**config.mk**
```make
export PLATFORM = sky130hd
export DESIGN_NAME = btn_event_scheduler
export DESIGN_NICKNAME = d
export VERILOG_FILES = /design/src/rtl/btn_pkg.sv /design/src/rtl/btn_db_channel.sv /design/src/rtl/btn_event_scheduler.sv
export SDC_FILE = /design/constraint.sdc
export NUM_CORES = 1
export LEC_CHECK = 0
export ABC_AREA = 1
export CORE_MARGIN = 2
export CORE_UTILIZATION = 45
export CTS_CLUSTER_DIAMETER = 80
export DETAILED_ROUTE_END_ITERATION = 7
export PLACE_DENSITY = 0.68
export REMOVE_ABC_BUFFERS = 1
export SLEW_MARGIN = 20
export SYNTH_ARGS = -nofsm -noshare
export SYNTH_HDL_FRONTEND = slang
export SYNTH_SLANG_ARGS = --single-unit
```
**constraint.sdc**
```tcl
create_clock -name clk -period 2.6 [get_ports clk]
set_input_delay 0.26 -clock clk [delete_from_list [all_inputs] [get_ports clk]]
set_output_delay 0.26 -clock clk [all_outputs]
set_load 0.01 [all_outputs]
```
**src/rtl/btn_pkg.sv**
```systemverilog
// Shared types for the button event scheduler.
// Holds the per-channel debounce state encoding and an id-width helper.
// No logic; imported by the channel and the top.
package btn_pkg;

    // Bit 1 of the encoding is the debounced level (HIGH and WAIT_LOW).
    typedef enum logic [1:0] {
        ST_LOW       = 2'b00,
        ST_WAIT_HIGH = 2'b01,
        ST_HIGH      = 2'b10,
        ST_WAIT_LOW  = 2'b11
    } ch_state_e;

    // Width of a channel index; never below one bit.
    function automatic int id_w(input int n);
        return (n > 1) ? $clog2(n) : 1;
    endfunction

endpackage

```
**src/rtl/btn_db_channel.sv**
```systemverilog
// One button channel: 2-flop synchroniser, 4-state stability FSM, down-counter.
// level follows a confirmed change; set_pend pulses on the tick that confirms a press.
// No backpressure: set_pend is a single-cycle strobe consumed by the top.
module btn_db_channel
    import btn_pkg::*;
#(
    parameter int STABLE_TICKS = 4000,
    parameter int CNT_W        = 12
) (
    input  logic clk,
    input  logic reset,
    input  logic tick,
    input  logic raw,
    output logic level,
    output logic set_pend
);

    localparam logic [CNT_W-1:0] CNT_LOAD = CNT_W'(STABLE_TICKS - 1);

    // Refuse to build when the reload value cannot be held by the counter.
    if (STABLE_TICKS < 1 || 64'(STABLE_TICKS - 1) >= (64'd1 << CNT_W)) begin : g_param_check
        $error("btn_db_channel: STABLE_TICKS-1 does not fit in CNT_W bits");
    end

    logic      sync1_q, sync1_d;
    logic      sync2_q, sync2_d;
    ch_state_e state_q, state_d;
    logic [CNT_W-1:0] cnt_q, cnt_d;
    logic      s;

    assign sync1_d = raw;
    assign sync2_d = sync1_q;
    assign s       = sync2_q;

    // State register: synchroniser, FSM state and stability counter.
    always_ff @(posedge clk or posedge reset) begin
        if (reset) begin
            sync1_q <= 1'b0;
            sync2_q <= 1'b0;
            state_q <= ST_LOW;
            cnt_q   <= '0;
        end else begin
            sync1_q <= sync1_d;
            sync2_q <= sync2_d;
            state_q <= state_d;
            cnt_q   <= cnt_d;
        end
    end

    // Next-state: the FSM only moves on sample ticks.
    always_comb begin
        state_d = state_q;
        cnt_d   = cnt_q;
        if (tick) begin
            case (state_q)
                ST_LOW: begin
                    if (s) begin
                        state_d = ST_WAIT_HIGH;
                        cnt_d   = CNT_LOAD;
                    end
                end
                ST_WAIT_HIGH: begin
                    if (!s)                  state_d = ST_LOW;
                    else if (cnt_q == '0)    state_d = ST_HIGH;
                    else                     cnt_d   = cnt_q - 1'b1;
                end
                ST_HIGH: begin
                    if (!s) begin
                        state_d = ST_WAIT_LOW;
                        cnt_d   = CNT_LOAD;
                    end
                end
                ST_WAIT_LOW: begin
                    if (s)                   state_d = ST_HIGH;
                    else if (cnt_q == '0)    state_d = ST_LOW;
                    else                     cnt_d   = cnt_q - 1'b1;
                end
                default: state_d = ST_LOW;
            endcase
        end
    end

    // Outputs: level is a decode of the registered state; press strobe on confirmation.
    always_comb begin
        level    = (state_q == ST_HIGH) || (state_q == ST_WAIT_LOW);
        set_pend = tick && (state_q == ST_WAIT_HIGH) && s && (cnt_q == '0);
    end

endmodule

```
**src/rtl/btn_event_scheduler.sv**
```systemverilog
// Debounces NUM_BTN buttons and serialises confirmed presses onto one event port.
// Latency: confirming tick T -> pending flag T+1 -> evt_valid T+2 when the port is idle.
// Backpressure: evt_valid/evt_id hold while !evt_ready; repeat presses merge and set evt_overflow.
module btn_event_scheduler
    import btn_pkg::*;
#(
    parameter int NUM_BTN      = 4,
    parameter int TICK_DIV     = 1000,
    parameter int STABLE_TICKS = 4000,
    parameter int CNT_W        = 12
) (
    input  logic                       clk,
    input  logic                       reset,
    input  logic [NUM_BTN-1:0]         btn_raw,
    output logic [NUM_BTN-1:0]         db_level,
    output logic                       evt_valid,
    input  logic                       evt_ready,
    output logic [$clog2(NUM_BTN)-1:0] evt_id,
    output logic                       evt_overflow,
    input  logic                       ovf_clr
);

    localparam int ID_W  = id_w(NUM_BTN);
    localparam int PRE_W = $clog2(TICK_DIV);

    logic [PRE_W-1:0]   pre_q, pre_d;
    logic [NUM_BTN-1:0] pend_q, pend_d;
    logic [ID_W-1:0]    rr_q, rr_d;
    logic [ID_W-1:0]    evt_id_q, evt_id_d;
    logic               evt_valid_q, evt_valid_d;
    logic               ovf_q, ovf_d;

    logic               tick;
    logic [NUM_BTN-1:0] set_pend;
    logic               load;
    logic               found;
    logic               grant;
    logic [ID_W-1:0]    gnt_idx;
    logic [ID_W-1:0]    cand;
    logic               ovf_set;

    for (genvar i = 0; i < NUM_BTN; i++) begin : g_ch
        btn_db_channel #(
            .STABLE_TICKS (STABLE_TICKS),
            .CNT_W        (CNT_W)
        ) u_ch (
            .clk      (clk),
            .reset    (reset),
            .tick     (tick),
            .raw      (btn_raw[i]),
            .level    (db_level[i]),
            .set_pend (set_pend[i])
        );
    end

    assign tick = (pre_q == PRE_W'(TICK_DIV - 1));

    // Shared sample-tick prescaler, wraps at TICK_DIV-1.
    always_comb begin
        pre_d = tick ? '0 : pre_q + 1'b1;
    end

    // Round-robin pick: first pending channel scanning from rr.
    always_comb begin
        found   = 1'b0;
        gnt_idx = '0;
        cand    = '0;
        for (int k = 0; k < NUM_BTN; k++) begin
            cand = ID_W'((int'(rr_q) + k) % NUM_BTN);
            if (!found && pend_q[cand]) begin
                found   = 1'b1;
                gnt_idx = cand;
            end
        end
    end

    // Pending flags, output register, pointer and sticky overflow.
    always_comb begin
        load    = !evt_valid_q || evt_ready;
        grant   = load && found;
        ovf_set = 1'b0;
        pend_d  = pend_q;
        for (int i = 0; i < NUM_BTN; i++) begin
            // A fresh press wins over a grant on the same channel: the flag stays up.
            if (set_pend[i]) begin
                pend_d[i] = 1'b1;
                if (pend_q[i] && !(grant && gnt_idx == ID_W'(i)))
                    ovf_set = 1'b1;
            end else if (grant && gnt_idx == ID_W'(i)) begin
                pend_d[i] = 1'b0;
            end
        end
        evt_valid_d = load ? found : evt_valid_q;
        evt_id_d    = grant ? gnt_idx : evt_id_q;
        if (grant)
            rr_d = (gnt_idx == ID_W'(NUM_BTN - 1)) ? '0 : gnt_idx + 1'b1;
        else
            rr_d = rr_q;
        ovf_d = ovf_set || (ovf_q && !ovf_clr);
    end

    // Top-level state register.
    always_ff @(posedge clk or posedge reset) begin
        if (reset) begin
            pre_q       <= '0;
            pend_q      <= '0;
            rr_q        <= '0;
            evt_id_q    <= '0;
            evt_valid_q <= 1'b0;
            ovf_q       <= 1'b0;
        end else begin
            pre_q       <= pre_d;
            pend_q      <= pend_d;
            rr_q        <= rr_d;
            evt_id_q    <= evt_id_d;
            evt_valid_q <= evt_valid_d;
            ovf_q       <= ovf_d;
        end
    end

    assign evt_valid    = evt_valid_q;
    assign evt_id       = evt_id_q;
    assign evt_overflow = ovf_q;

endmodule

```
* Yosys cells after proc, flatten, opt, wreduce, memory -nomap -nowiden *
Cells that the tools add are included.

storage, ports and cells
  flip-flop bits (word level) = 84
  bits in read-only memories = 0
  memory bits (writable) = 0
  logic and storage cells = 225
  memories kept = 0
  bits in latches = 0
  input bits = 8

operators by class
  muxes and demuxes = 86
  div/mod/pow operators = 0
  bitwise operators = 0
  order comparisons = 4
  reductions and logical operators = 61
  shift-type cells = 0
  $mul = 0
  equal/unequal tests = 40
  add/subtract/negate cells = 9

operators with widths
  operator                                                                      count
  12-bit 2-to-1 mux                                                             20
  12-bit case mux with 4 select lines                                           4
  2-bit 2-to-1 mux                                                              29
  12-bit zero test                                                              4
  12-bit by 1-bit subtractor with 12-bit output, second input constant          4
  5-bit AND reduction                                                           8
  2-bit case mux with 4 select lines                                            4
  1-bit logical AND                                                             25
  1-bit 2-to-1 mux                                                              24
  2-bit == test, second input constant                                          10
  2-bit by 1-bit inequality test with 1-bit output, second input constant       8
  2-bit inequality test, second input constant                                  8
  2-bit by 3-bit less-than comparator with 1-bit output, second input constant  4
  3-bit by 1-bit inequality test with 1-bit output, second input constant       4
  3-bit inequality test, second input constant                                  4
  10-bit by 1-bit adder with 10-bit output, second input constant               1
  10-bit == test, second input constant                                         1
  2-bit by 1-bit == test with 1-bit output, second input constant               5
  2-bit zero test                                                               5
  10-bit 2-to-1 mux                                                             1
  1-bit zero test                                                               9
  1-bit binary-select mux with 2-bit select                                     4
  2-bit nonzero test                                                            4
  1-bit logical OR                                                              6
  2 further kinds                                                               4

* Depth between registers and ports, before layout *
  depth in word-level cells = 25
  gate-level depth with buffers = 18

* By module *
A second synthesis with hierarchy kept.

second synthesis, totals
  cell total of the unflattened synthesis = 738
  area, all modules = 5,327.6 sq um

by module, submodules not included
  module               cells an instance  area each (sq um)  times used  seq. area each (sq um)
  btn_db_channel       146                1,037.2            4           400.4
  btn_event_scheduler  154                1,178.6            1           500.5

* Worst setup path after synthesis *
OpenSTA, ideal clock, no wires.

  kind = register -> register
  start point = register rr_q[0]
  end point = register ovf_q (netlist: evt_overflow)
  slack = 0.630 ns
  stages on the path, launching flop included = 18
  arrival = 1.905 ns
  clock period less this slack = 1.970 ns
  library setup time = 0.065 ns
  cell sequence = dfrtp_1 inv_4 nand2_1 nand3_1 nand2_1 nor2_4 nand2_2 nand2_2 xor2_2 inv_2 nand2_2 inv_2 ha_1 nand3_1 nand3_1 nand2_1 inv_1 nand2_1

on the way
  cells in the longest elaborated chain, start to end = 25

ends and longest elaborated chain
  what                                                                                             RTL line                    RTL
  start: declaration                                                                               btn_event_scheduler.sv:28   logic [ID_W-1:0] rr_q, rr_d;
  start signal: assignment                                                                         btn_event_scheduler.sv:114  rr_q <= rr_d;
  parallel branches: the longest is 11 deep, another holds 2-bit by 1-bit adder with 2-bit output  n/a
  2-bit 2-to-1 mux *                                                                               btn_event_scheduler.sv:70   if (!found && pend_q[cand]) begin
  via gnt_idx[0]                                                                                   btn_event_scheduler.sv:38   logic [ID_W-1:0] gnt_idx;
  2-bit zero test                                                                                  btn_event_scheduler.sv:87   if (pend_q[i] && !(grant && gnt_idx == ID_W'(i)))
  1-bit logical AND                                                                                btn_event_scheduler.sv:87
  1-bit zero test                                                                                  btn_event_scheduler.sv:87
  1-bit logical AND                                                                                btn_event_scheduler.sv:87
  1-bit 2-to-1 mux                                                                                 btn_event_scheduler.sv:87
  1-bit 2-to-1 mux                                                                                 btn_event_scheduler.sv:85   if (set_pend[i]) begin
  1-bit 2-to-1 mux                                                                                 btn_event_scheduler.sv:87
  1-bit 2-to-1 mux                                                                                 btn_event_scheduler.sv:85
  1-bit 2-to-1 mux                                                                                 btn_event_scheduler.sv:87
  1-bit 2-to-1 mux                                                                                 btn_event_scheduler.sv:85
  1-bit 2-to-1 mux                                                                                 btn_event_scheduler.sv:87
  1-bit 2-to-1 mux *                                                                               btn_event_scheduler.sv:85
  1-bit logical OR *                                                                               btn_event_scheduler.sv:99   ovf_d = ovf_set || (ovf_q && !ovf_clr);
  via ovf_d                                                                                        btn_event_scheduler.sv:31   logic ovf_q, ovf_d;
  end signal: assignment                                                                           btn_event_scheduler.sv:117  ovf_q <= ovf_d;
  end: declaration                                                                                 btn_event_scheduler.sv:31

Mark *: on every way through the listed nets, which the timed path passes. The select of a mux whose other input is x is not followed.
A chain may end at the register's enable or synchronous reset.

* Final worst setup path *
Ends and elaborated chain as after synthesis.

==> metrics <==
crit-path max FO=8; hold_buf cts=0; wire per inst=12.01 um; total global routing track utilization=17.63%; Post-synth EDFFs=0; Setup TNS=0 ps; Worst setup SP type=flip-flop; Setup CP Type=reg2reg; Die W=108.0 um; initial DRC count=109; Post-Syn Area=4865 sq um; Max Slew Vio Count=0; Detail Route Antenna Nets=0; post-CTS sizing=0; Tmin final=2242 ps; Initial Util=46.70%; Fill cells=1,005; Core Area=10,420 sq um; f_max=446.0 MHz; synth unique cells=45; Warnings, synthesis=0; CP endpoint kind=flip-flop; Post-CTS Setup Bufs=0; synth-to-layout area growth=9.722%; I/O Buffers=15; reg-to-reg slack, setup=360 ps; DIE HEIGHT=108.0 um; Max-slew headroom=73.28%; sequential cell area fraction in the yosys report=43.21%; total number of vias=4,053; clock latency at the later pin of the worst-skew pair=370 ps; # diodes=0; CTS tree=yes; Layout Nets=659; Crit Reg-Reg Startpoint=rr_q[0]$_DFFE_PP0P_; Root Driver=clkbuf_8; first-pass GRT wire length=16,590 um; Min-Delay Path Class=in2async; final period utilization=86.23%; cell row count=37; endpoints failing hold=0; Leak=0.002755 uW; PwrDens=433.8 nW/um^2; largest net degree at the start of global routing=47; Most used DFF post-synth=dfrtp_1; pin slew with the least headroom to its limit=397.7 ps; RSZ-0062 raised after global routing=no; CTS max path bufs=2; arrival time worst endpoint=2500 ps; die footprint=11,660 sq um; Post-Synthesis Cells=626; CTS Sinks=84; grt ovf=0; number of max-cap violations=0; Worst-path clk slew=80 ps; vias in the first global route=3,871; DP HPWL=6896 um; Fin Hold WS=162.4 ps; H-tree Lvls=3; Clock Skew=11.75 ps; initial antenna violation count=0; Final Setup Violations=0; TritonCTS Buffers=9; Peak VDD IR=0.2074 mV; critical path required time=2860 ps; RD Place Congestion=0.9003; Power Total=2315 uW; WL final=9391 um; status=completed; Yosys reg bits=84; Ports=16; reg2reg end=evt_overflow$_DFF_PP0_; share of layout cells above drive strength 1=9.598%; drt first pass iters=4; Mapped Avg Cell Area=7.771 sq um; vias per cell=5.183; DRC=0; reg2reg path depth=15; Async SR Flop Fraction=100.0%
## registers in the layout, indices dropped and copies added, names as in the netlist, named ones only
register	count
g_ch.u_ch.sync1_q	4
evt_id	2
g_ch.u_ch.cnt_q	48
pend_q	4
g_ch.u_ch.state_q	4
evt_valid	1
evt_overflow	1
g_ch.u_ch.s	4
pre_q	10
rr_q	2
## Yosys cell counts (2+ instances only)
cell	number	share of area (%)
nand2_1	119	9.2
a21o_1	3	0.46
o21ai_1	11	1.1
xnor2_1	3	0.54
a21oi_1	11	1.1
nor2_4	4	0.93
inv_1	86	6.6
nand3_1	49	5.0
nor2_2	4	0.51
nor2_1	69	5.3
ha_1	10	2.6
buf_4	5	0.77
inv_2	8	0.62
o31ai_1	3	0.46
a31oi_1	4	0.51
a21boi_0	4	0.62
dfrtp_1	84	43
nor3b_1	2	0.31
clkbuf_1	6	0.46
a21oi_2	2	0.36
nand4_1	22	2.8
nor3_4	2	0.67
xor2_1	14	2.5
nand3b_1	5	0.77
o21ai_0	46	4.7
nand2_2	13	1.7
nor3_1	19	2.0
## power breakdown
group          internal [uW]  leakage, uW  switching (uW)
Clock                    472    0.0000959             479
Combinational           15.4      0.00153            33.4
Sequential              1310      0.00113            4.40
Total                   1800      0.00275             517
## cells in the final DEF (no fill, tap or decap), types with 2 or more instances in the layout
master             n
a21oi_2            2
xor2_1            14
nor3b_1            2
nor2_4             4
a21boi_0           4
inv_2              8
dfrtp_1           84
nand4_1           22
nand3b_1           5
inv_1             85
nor2_2             4
a21o_1             3
xnor2_1            3
o21ai_1           11
nand3_1           49
a21oi_1           11
o31ai_1            3
clkbuf_8          10
clkinvlp_4         2
ha_1              10
nand2_1          119
a31oi_1            4
o21ai_0           46
clkdlybuf4s50_1   15
nor3_1            19
clkinv_2           2
nand2_2           13
nor3_4             2
nor2_1            69
## logic make-up after synthesis
kind of cell / synth area share, %
AND/OR/NAND/NOR: 31.56
XOR/XNOR: 3.395
flip-flops: 43.21
buffers and inverters: 8.951
AO/OA/AOI/OAI: 10.31
adder cells (fa/ha/maj): 2.572
## stage by stage
stage               utilization (%)  cell area [sq um]  cells  setup slack (ps)
finish                        51.24               5338    782             358.0
global route                  51.24               5338    782             168.4
CTS                           51.24               5338    782             373.9
detailed placement            49.32               5137    766             375.9
global placement              49.32               5137    766             495.2
floorplan                         -               4788    613             174.9
## layout make-up
cell class | count | area (sq um) | share of cell area [%]
Clock buffer | 11 | 141.4 | 2.649
Clock inverter | 5 | 58.81 | 1.102
Inverter | 95 | 360.3 | 6.751
Multi-Input combinational cell | 434 | 2327 | 43.60
Sequential cell | 84 | 2102 | 39.38
Tap cell | 136 | 170.2 | 3.188
Timing Repair Buffer | 17 | 177.7 | 3.329
## critical path, stage by stage (launching register included)
cell,delay (ps)
dfrtp_1,470
inv_4,140
nand2_1,80
nand3_1,120
nand2_1,100
nor2_4,180
nand2_2,80
o211ai_1,210
nand2_1,150
inv_1,110
ha_1,150
nand3_1,70
nand2_1,80
nor2_1,40
nor2_1,90
nand2_1,60
## routing by layer
layer	global-route usage, %	vias to the layer above	routed length, um
met2	28.75	51	4472
met4	7.875	0	167
met1	23.08	1924	4493
met3	3.074	13	258
li1	-	2065	-
met5	0	-	0
## worst max path at each step
stage | startpoint | endpoint | slack (ps) | cells past startpoint
6_report | rr_q[0]$_DFFE_PP0P_ | evt_overflow$_DFF_PP0_ | 360 | 15
5_1_grt | rr_q[0]$_DFFE_PP0P_ | evt_overflow$_DFF_PP0_ | 170 | 17
4_1_cts | rr_q[0]$_DFFE_PP0P_ | evt_overflow$_DFF_PP0_ | 370 | 15
3_5_place_dp | rr_q[0]$_DFFE_PP0P_ | evt_overflow$_DFF_PP0_ | 380 | 15
3_3_place_gp | rr_q[1]$_DFFE_PP0P_ | evt_overflow$_DFF_PP0_ | 500 | 18
2_1_floorplan | reset | asynchronous set/reset pin | 170 | 1
No activity file was read; power rests on OpenSTA's default activity.
